File: src/rtl/uart_tx_fifo.sv
// 8N1 UART transmitter (LSB first, idle high) fed by a small byte FIFO.
// A queued byte is framed as start bit, eight data bits, stop bit; frames run back to back.
module uart_tx_fifo #(
  parameter int CLK_FREQ   = 12000000,
  parameter int BAUD       = 115200,
  parameter int FIFO_DEPTH = 4
) (
  input  logic                          clk,
  input  logic                          rst_n,
  input  logic [7:0]                    tx_data,
  input  logic                          tx_valid,
  output logic                          tx_ready,
  output logic                          tx,
  output logic                          busy,
  output logic [$clog2(FIFO_DEPTH):0]   fifo_count
);

  localparam int CLKS_PER_BIT = CLK_FREQ / BAUD;
  localparam int PTR_W        = $clog2(FIFO_DEPTH);
  localparam int CNT_W        = (CLKS_PER_BIT < 2) ? 1 : $clog2(CLKS_PER_BIT);

  localparam logic [CNT_W-1:0] LAST_TICK  = CNT_W'(CLKS_PER_BIT - 1);
  localparam logic [PTR_W:0]   FULL_COUNT = (PTR_W + 1)'(FIFO_DEPTH);

  generate
    if (CLKS_PER_BIT < 2) begin : g_bad_baud
      $error("uart_tx_fifo: CLK_FREQ / BAUD must be at least 2");
    end
    if ((FIFO_DEPTH < 2) || ((FIFO_DEPTH & (FIFO_DEPTH - 1)) != 0)) begin : g_bad_depth
      $error("uart_tx_fifo: FIFO_DEPTH must be a power of 2 and at least 2");
    end
  endgenerate

  typedef enum logic [1:0] {
    IDLE,
    START,
    DATA,
    STOP
  } state_t;

  state_t             state;
  logic [CNT_W-1:0]   baud_cnt;
  logic [2:0]         bit_idx;
  logic [7:0]         shift;

  logic [7:0]         mem [FIFO_DEPTH];
  logic [PTR_W-1:0]   rd_ptr;
  logic [PTR_W-1:0]   wr_ptr;
  logic [7:0]         head;

  logic               push;
  logic               pop;
  logic               fifo_empty;
  logic               bit_done;

  assign fifo_empty = (fifo_count == '0);
  assign tx_ready   = (fifo_count != FULL_COUNT);
  assign busy       = (state != IDLE) || !fifo_empty;
  assign bit_done   = (baud_cnt == LAST_TICK);
  assign head       = mem[rd_ptr];
  assign push       = tx_valid && tx_ready;

  // The FSM takes the head byte either from idle or at the very end of a stop bit,
  // which is what makes consecutive frames contiguous.
  assign pop = !fifo_empty && ((state == IDLE) || ((state == STOP) && bit_done));

  always_ff @(posedge clk) begin
    if (rst_n && push) begin
      mem[wr_ptr] <= tx_data;
    end
  end

  always_ff @(posedge clk) begin
    if (!rst_n) begin
      rd_ptr     <= '0;
      wr_ptr     <= '0;
      fifo_count <= '0;
    end else begin
      if (push) begin
        wr_ptr <= wr_ptr + 1'b1;
      end
      if (pop) begin
        rd_ptr <= rd_ptr + 1'b1;
      end
      case ({push, pop})
        2'b10:   fifo_count <= fifo_count + 1'b1;
        2'b01:   fifo_count <= fifo_count - 1'b1;
        default: fifo_count <= fifo_count;
      endcase
    end
  end

  always_ff @(posedge clk) begin
    if (!rst_n) begin
      state    <= IDLE;
      tx       <= 1'b1;
      baud_cnt <= '0;
      bit_idx  <= '0;
      shift    <= '0;
    end else begin
      case (state)
        IDLE: begin
          baud_cnt <= '0;
          bit_idx  <= '0;
          tx       <= 1'b1;
          if (pop) begin
            shift <= head;
            state <= START;
            tx    <= 1'b0;
          end
        end

        START: begin
          if (bit_done) begin
            baud_cnt <= '0;
            bit_idx  <= '0;
            state    <= DATA;
            tx       <= shift[0];
          end else begin
            baud_cnt <= baud_cnt + 1'b1;
          end
        end

        // The shift register moves right so the next bit is always at shift[1].
        DATA: begin
          if (bit_done) begin
            baud_cnt <= '0;
            if (bit_idx == 3'd7) begin
              state <= STOP;
              tx    <= 1'b1;
            end else begin
              bit_idx <= bit_idx + 3'd1;
              shift   <= {1'b0, shift[7:1]};
              tx      <= shift[1];
            end
          end else begin
            baud_cnt <= baud_cnt + 1'b1;
          end
        end

        STOP: begin
          if (bit_done) begin
            baud_cnt <= '0;
            if (pop) begin
              shift <= head;
              state <= START;
              tx    <= 1'b0;
            end else begin
              state <= IDLE;
            end
          end else begin
            baud_cnt <= baud_cnt + 1'b1;
          end
        end

        default: begin
          state <= IDLE;
          tx    <= 1'b1;
        end
      endcase
    end
  end

endmodule

File: config.mk
export PLATFORM = sky130hd
export DESIGN_NAME = uart_tx_fifo
export DESIGN_NICKNAME = d
export VERILOG_FILES = /design/src/rtl/uart_tx_fifo.sv
export SDC_FILE = /design/constraint.sdc
export NUM_CORES = 1
export LEC_CHECK = 0
export CAP_MARGIN = 0
export CORE_MARGIN = 2
export CORE_UTILIZATION = 58
export CTS_BUF_LIST = sky130_fd_sc_hd__clkbuf_8 sky130_fd_sc_hd__clkbuf_16
export CTS_CLUSTER_DIAMETER = 60
export DETAILED_ROUTE_END_ITERATION = 10
export HOLD_SLACK_MARGIN = 0.03
export PLACE_DENSITY = 0.79
export SLEW_MARGIN = 0
export SYNTH_ARGS = -nofsm -noshare
export SYNTH_HDL_FRONTEND = slang
export SYNTH_SLANG_ARGS = --single-unit
File: constraint.sdc
create_clock -name clk -period 2.6 [get_ports clk]
set_input_delay 0.39 -clock clk [delete_from_list [all_inputs] [get_ports clk]]
set_output_delay 0.39 -clock clk [all_outputs]
set_load 0.01 [all_outputs]
=== Word level (Yosys, flattened, before mapping) ===
Memories as Yosys holds them, arrays and structs flattened. A register that Yosys moved wholly into a read port is not among the register bits.
Cells that the tools add are included.

* Register bits after elaboration: 28
* RAM bits: 32
* Input port bits: 11
* Logic and storage cells: 78
* Memories kept: 1

* Add/sub/neg operators: 6
* Equal/unequal tests: 15
* Multiplexer cells: 30
* Reductions and logical operators: 18

{| class="wikitable"
|+ Memories
! name !! words !! bits a word !! read ports !! clocked after Yosys merged registers in !! wr ports !! RTL line !! text
|-
| mem || 4 || 8 || 1 || 1 || 1 || 46 || <nowiki>logic [7:0] mem [FIFO_DEPTH];</nowiki>
|}

{| class="wikitable"
|+ Operator list
! cell !! count
|-
| 8-bit two-way mux || 4
|-
| 8-bit case mux with 3 select lines || 1
|-
| 2-bit two-way mux || 7
|-
| 2-bit != test, second input constant || 7
|-
| 7-bit case mux with 2 select lines || 1
|-
| 4-bit AND reduction || 3
|-
| 1-bit two-way mux || 9
|-
| 3-bit two-way mux || 3
|-
| 3-bit case mux with 3 select lines || 1
|-
| 2-bit case mux with 4 select lines || 1
|-
| 7-bit by 1-bit adder with 7-bit output, second input constant || 1
|-
| 7-bit equality test, second input constant || 1
|-
| 7-bit two-way mux || 1
|-
| 3-bit by 1-bit adder with 3-bit output, second input constant || 2
|-
| 2-bit equality test, second input constant || 3
|-
| 3-bit case mux with 2 select lines || 1
|-
| 3-bit nonzero test || 2
|-
| 5-bit AND reduction || 1
|-
| 2-bit by 1-bit adder with 2-bit output, second input constant || 2
|-
| 2-bit by 1-bit equality test with 1-bit output, second input constant || 2
|-
| 1-bit logical AND || 4
|-
| 1-bit case mux with 4 select lines || 1
|-
| 2-bit nonzero test || 2
|-
| 3-bit equality test, second input constant || 1
|-
| 7 further kinds || 8
|}

=== Depth between registers and ports, before layout ===
Gate-level depths: netlist (run 1).

* Depth in word-level cells: 7
* Depth in mapped cells: 10

=== Worst setup path before layout (run 1) ===
No wires, ideal clock.

* Kind: register -> register
* Start point: register fifo_count[0]
* End point: register fifo_count[2]
* Library setup time: 71 ps
* Arrival time: 2,207 ps
* Slack: 322 ps
* Cell stages (with the launch flop): 11
* Path buffers: 1
* Period minus slack after synthesis: 2,278 ps
* Cells stage by stage: dfxtp_1 > nor2_1 > nand2_1 > and2_1 > clkbuf_1 > inv_1 > ha_1 > fa_1 > xnor2_1 > or3_1 > a21oi_1

{| class="wikitable"
|+ RTL lines
! item !! RTL line !! text
|-
| start: declaration || 15 || <nowiki>output logic [$clog2(FIFO_DEPTH):0] fifo_count</nowiki>
|-
| start signal: assignment || 86 || <nowiki>2'b10: fifo_count <= fifo_count + 1'b1;</nowiki>
|-
| start signal: assignment || 87 || <nowiki>2'b01: fifo_count <= fifo_count - 1'b1;</nowiki>
|-
| start signal: assignment || 88 || <nowiki>default: fifo_count <= fifo_count;</nowiki>
|-
| 3-bit != test * || 57 || <nowiki>assign tx_ready = (fifo_count != FULL_COUNT);</nowiki>
|-
| net tx_ready || 12 || <nowiki>output logic tx_ready,</nowiki>
|-
| 1-bit logical AND * || 61 || <nowiki>assign push = tx_valid && tx_ready;</nowiki>
|-
| 2-bit by 1-bit equality test with 1-bit output or 2-bit equality test (tied branches) || 85 || <nowiki>case ({push, pop})</nowiki>
|-
| 3-bit case mux with 2 select lines or 2-bit nonzero test (tied branches) || n/a ||
|}

The timed path passes the listed nets; every way through them passes the cells marked *.
A chain may end at the register's enable or synchronous reset.

=== Worst setup path after layout (run 1) ===
* Start point: register state[0]
* End point: register fifo_count[2]

* Cells in the longest elaborated chain, start to end: 6

{| class="wikitable"
|+ Ends and longest elaborated chain
! item !! RTL line !! text
|-
| start: declaration || 41 || <nowiki>state_t state;</nowiki>
|-
| start signal: assignment || 95 || <nowiki>state <= IDLE;</nowiki>
|-
| start signal: assignment || 108 || <nowiki>state <= START;</nowiki>
|-
| start signal: assignment || 117 || <nowiki>state <= DATA;</nowiki>
|-
| 2-bit equality test || 65 || <nowiki>assign pop = !fifo_empty && ((state == IDLE) || ((state == STOP) && bit_done));</nowiki>
|-
| 1-bit logical AND || 65 ||
|-
| 1-bit logical OR * || 65 ||
|-
| 1-bit logical AND * || 65 ||
|-
| net pop || 52 || <nowiki>logic pop;</nowiki>
|-
| 2-bit by 1-bit equality test with 1-bit output or 2-bit equality test (tied branches) || 85 ||
|-
| 3-bit case mux with 2 select lines or 2-bit nonzero test (tied branches) || n/a ||
|}

Marks and branches as above.

==> impl_metrics.json, run 1 <==
{
  "period_minus_slack_ns": 2.317,
  "fin_setup_tns_ns": 0,
  "hold-worst-slack_ns": 0.4812,
  "post_cts_buffers": 0,
  "whs_endpoint": "baud_cnt[0]$_SDFF_PP0_",
  "fin_skew_ns": 0.006209,
  "crit_required_ns": 2.86,
  "n_antenna_cell": 0,
  "drive_gt1_frac": 0.1452,
  "first_pass_iters": 4,
  "ctsResizeCount": 0,
  "syn_area_per_cell_sq_um": 12.56,
  "yosysSeqAreaShare": 0.5727,
  "rsz0062_at_grt": "false",
  "finalInstanceArea_sq_um": 3137,
  "grt_first_pass_wirelength_microns": 8328,
  "remaining_drc_errors": 0,
  "grt_max_degree": 15,
  "portBuffers": 16,
  "synth_cells": 217,
  "worstPathArrival_ns": 2.58,
  "fin_util": 0.7058,
  "nFillCells": 307,
  "synth.net_count": 242,
  "hp-class": "flop to flop",
  "slew_headroom": 0.6318,
  "cts_made_buffers": 9,
  "synthTopCellsByArea": "edfxtp_1 35%, dfxtp_1 22%, mux4_2 6.6%",
  "synth_warnings": 0,
  "wl_per_cell_microns": 16.30,
  "power_density_nw_per_um2": 919.7,
  "synth-seq-cells": 62,
  "ir_worst_vdd_uv": 601.5,
  "avgViaCountPerCell": 5.913,
  "startpoint": "state[0]$_SDFFE_PN0P_",
  "hold_depth": 1,
  "cts_root_buf": "clkbuf_8",
  "worstReg2RegEnd": "fifo_count[2]$_SDFFE_PN0P_",
  "start_util": 0.6135,
  "place_area_sq_um": 2962,
  "num-nets-final": 268,
  "timing.rr.start": "state[0]$_SDFFE_PN0P_",
  "cts_tree": "done",
  "hold_violations": 0,
  "area_delta_synth_final_pct": 15.05,
  "vias": 1774,
  "drt_iter0_markers": 93,
  "core_area_sq_um": 4444,
  "post_synth_num_cell_types": 43,
  "ctsHoldBuffers": 0,
  "rows": 24,
  "place_congestion": 0.8103,
  "status": "finished, final reports clean",
  "grt-ovfl-total": 0,
  "finalCritPeriodShare": 0.8911,
  "slew_violations": 0,
  "clock_latency_ns": 0.33,
  "track_usage": 0.2158,
  "die_height_microns": 72.56,
  "ios": 17,
  "htreeDepth": 3,
  "syn-cell-area_sq_um": 2726,
  "setup_violations": 0,
  "place_hpwl_microns": 3520,
  "fmax_ghz": 0.4316,
  "critPathMaxFanout": 5,
  "die_area_sq_um": 5265,
  "routed_wl_microns": 4891,
  "p_leak_uw": 0.001148,
  "die_w_microns": 72.56,
  "synth_area_leader_cell": "edfxtp_1",
  "crit_type": "flop to flop",
  "clkTransAtPathRegs_ns": 0.07,
  "ant_nets": 0,
  "cts_sinks": 62,
  "synth_top_area_frac": 0.3525,
  "crit_path_start_kind": "flop",
  "endpoint_kind": "flop",
  "worst_slew_pin_slew_ns": 0.5515,
  "antenna_found_initial": 0,
  "maxCapViolCount": 0,
  "r2r_cells": 9,
  "hold_start": "baud_cnt[0]$_SDFF_PP0_",
  "cts_buffer_depth": 2,
  "grt_pass1_vias": 1751,
  "reg2reg_setup_slack_ns": 0.28
}
==> placed cells by master, fill, tap and decap left out, drive strengths merged, types with 3 or more instances in the layout <==
master / synthesis / routed
inv: 8 / 8
o22ai: 3 / 3
a21oi: 14 / 14
clkbuf: 5 / 9
and3: 4 / 4
o21ai: 6 / 6
nor2: 22 / 22
dfxtp: 30 / 30
ha: 13 / 13
mux2i: 8 / 8
xnor2: 6 / 6
nand2: 15 / 15
mux4: 8 / 8
edfxtp: 32 / 32
xor2: 4 / 4
clkinv: 1 / 6
buf: 3 / 7
a211oi: 6 / 6
o31ai: 3 / 3
nand3: 3 / 3
clkdlybuf4s50: 0 / 16
==> through the flow <==
stage / worst slack, ns / power [uW] / cells
final: 0.2830 / 2885 / 300
after global routing: 0.1307 / 3075 / 300
after CTS: 0.2863 / 2905 / 300
after detailed placement: 0.2796 / 2161 / 284
after global placement: 0.3515 / 2134 / 284
after floorplan: 0.3221 / 1925 / 217
==> power breakdown <==
part	switching [uW]	leakage (uW)	internal (uW)
clock network	392	0.0000852	346
logic	445	0.000527	424
registers	117	0.000536	1160
total	954	0.00115	1930
==> registers in the layout, summed over array words and instances (netlist names), 2 cells and up, named ones only <==
signal,cells
mem,32
shift,8
baud_cnt,7
bit_idx,3
fifo_count,3
rd_ptr,2
state,2
wr_ptr,2
==> worst max-delay path by stage <==
stage                                             to  cells after the start
after detailed placement  fifo_count[2]$_SDFFE_PN0P_                      8
final                     fifo_count[2]$_SDFFE_PN0P_                      9
after global placement    fifo_count[2]$_SDFFE_PN0P_                      8
after global routing      fifo_count[2]$_SDFFE_PN0P_                      9
after CTS                 fifo_count[2]$_SDFFE_PN0P_                      9
after floorplan           fifo_count[2]$_SDFFE_PN0P_                     10
==> layer usage <==
metal	vias up	global-route usage	wire length (microns)
met4	0	0.09259	99
met1	859	0.2794	2212
met5	-	0	0
li1	859	-	-
met3	10	0.06667	236
met2	46	0.3374	2343
==> worst max-delay path, cell delays in order (launching register included) <==
cell     delay, ns
dfxtp_1       0.39
inv_1         0.12
ha_1          0.25
inv_1         0.13
o32ai_4       0.10
ha_1          0.25
fa_1          0.39
xnor2_1       0.15
or3_1         0.31
a21oi_1       0.15
==> cell usage after synthesis <==
cell type,instances
a211oi_1,6
a311o_1,1
a22o_2,1
inv_1,7
nand2_1,15
buf_2,1
and3_1,4
and2_1,1
inv_2,1
dfxtp_1,30
o21ai_0,6
nor2_1,22
or3_1,1
ha_1,13
fa_1,1
nand4_1,1
clkinv_1,1
a211o_1,1
a221oi_1,1
or4_1,1
o31ai_1,3
buf_4,1
mux4_2,8
o211ai_1,1
buf_6,1
o2111ai_1,1
a21oi_1,14
a311oi_1,2
edfxtp_1,32
mux2i_1,8
a22oi_1,2
nand3_1,3
or2_1,1
xnor2_1,6
nand2b_1,2
clkbuf_1,5
o22ai_1,3
or3b_1,1
xor2_1,4
nor3_2,1
o32ai_4,1
nand4b_1,1
or2_2,1
==> final cells by class <==
cell class | instances | area (sq um) | share of cell area
Inverter | 9 | 33.78 | 0.01077
Sequential cell | 62 | 1562 | 0.4978
Clock buffer | 9 | 123.9 | 0.03949
Clock inverter | 7 | 51.30 | 0.01635
Timing Repair Buffer | 23 | 212.7 | 0.06781
Tap cell | 52 | 65.06 | 0.02074
Multi-Input combinational cell | 138 | 1089 | 0.3470
==> kinds of logic (layout without fill, tap and decap cells) <==
| family | count (synthesis) | count (layout) | synth area share |
|---|---|---|---|
| AOI/OAI and AO/OA | 43 | 43 | 0.1101 |
| xor gates and xnor gates | 10 | 10 | 0.03212 |
| adders and majority gates | 14 | 14 | 0.06700 |
| buffers and inverters | 17 | 48 | 0.02799 |
| DFF | 62 | 62 | 0.5727 |
| muxes | 16 | 16 | 0.09546 |
| and+or+nand+nor | 55 | 55 | 0.09454 |
(Power assumes the default switching activity.)
==> run 2: changes to the inputs <==
--- a/config.mk
+++ b/config.mk
@@ -10,6 +10,7 @@
 export CORE_UTILIZATION = 58
 export CTS_BUF_LIST = sky130_fd_sc_hd__clkbuf_8 sky130_fd_sc_hd__clkbuf_16
 export CTS_CLUSTER_DIAMETER = 60
+export CTS_CLUSTER_SIZE = 10
 export DETAILED_ROUTE_END_ITERATION = 10
 export HOLD_SLACK_MARGIN = 0.03
 export PLACE_DENSITY = 0.79
==> results of run 2 <==
No change in the layout: final DEF, timing and power equal those of run 1.
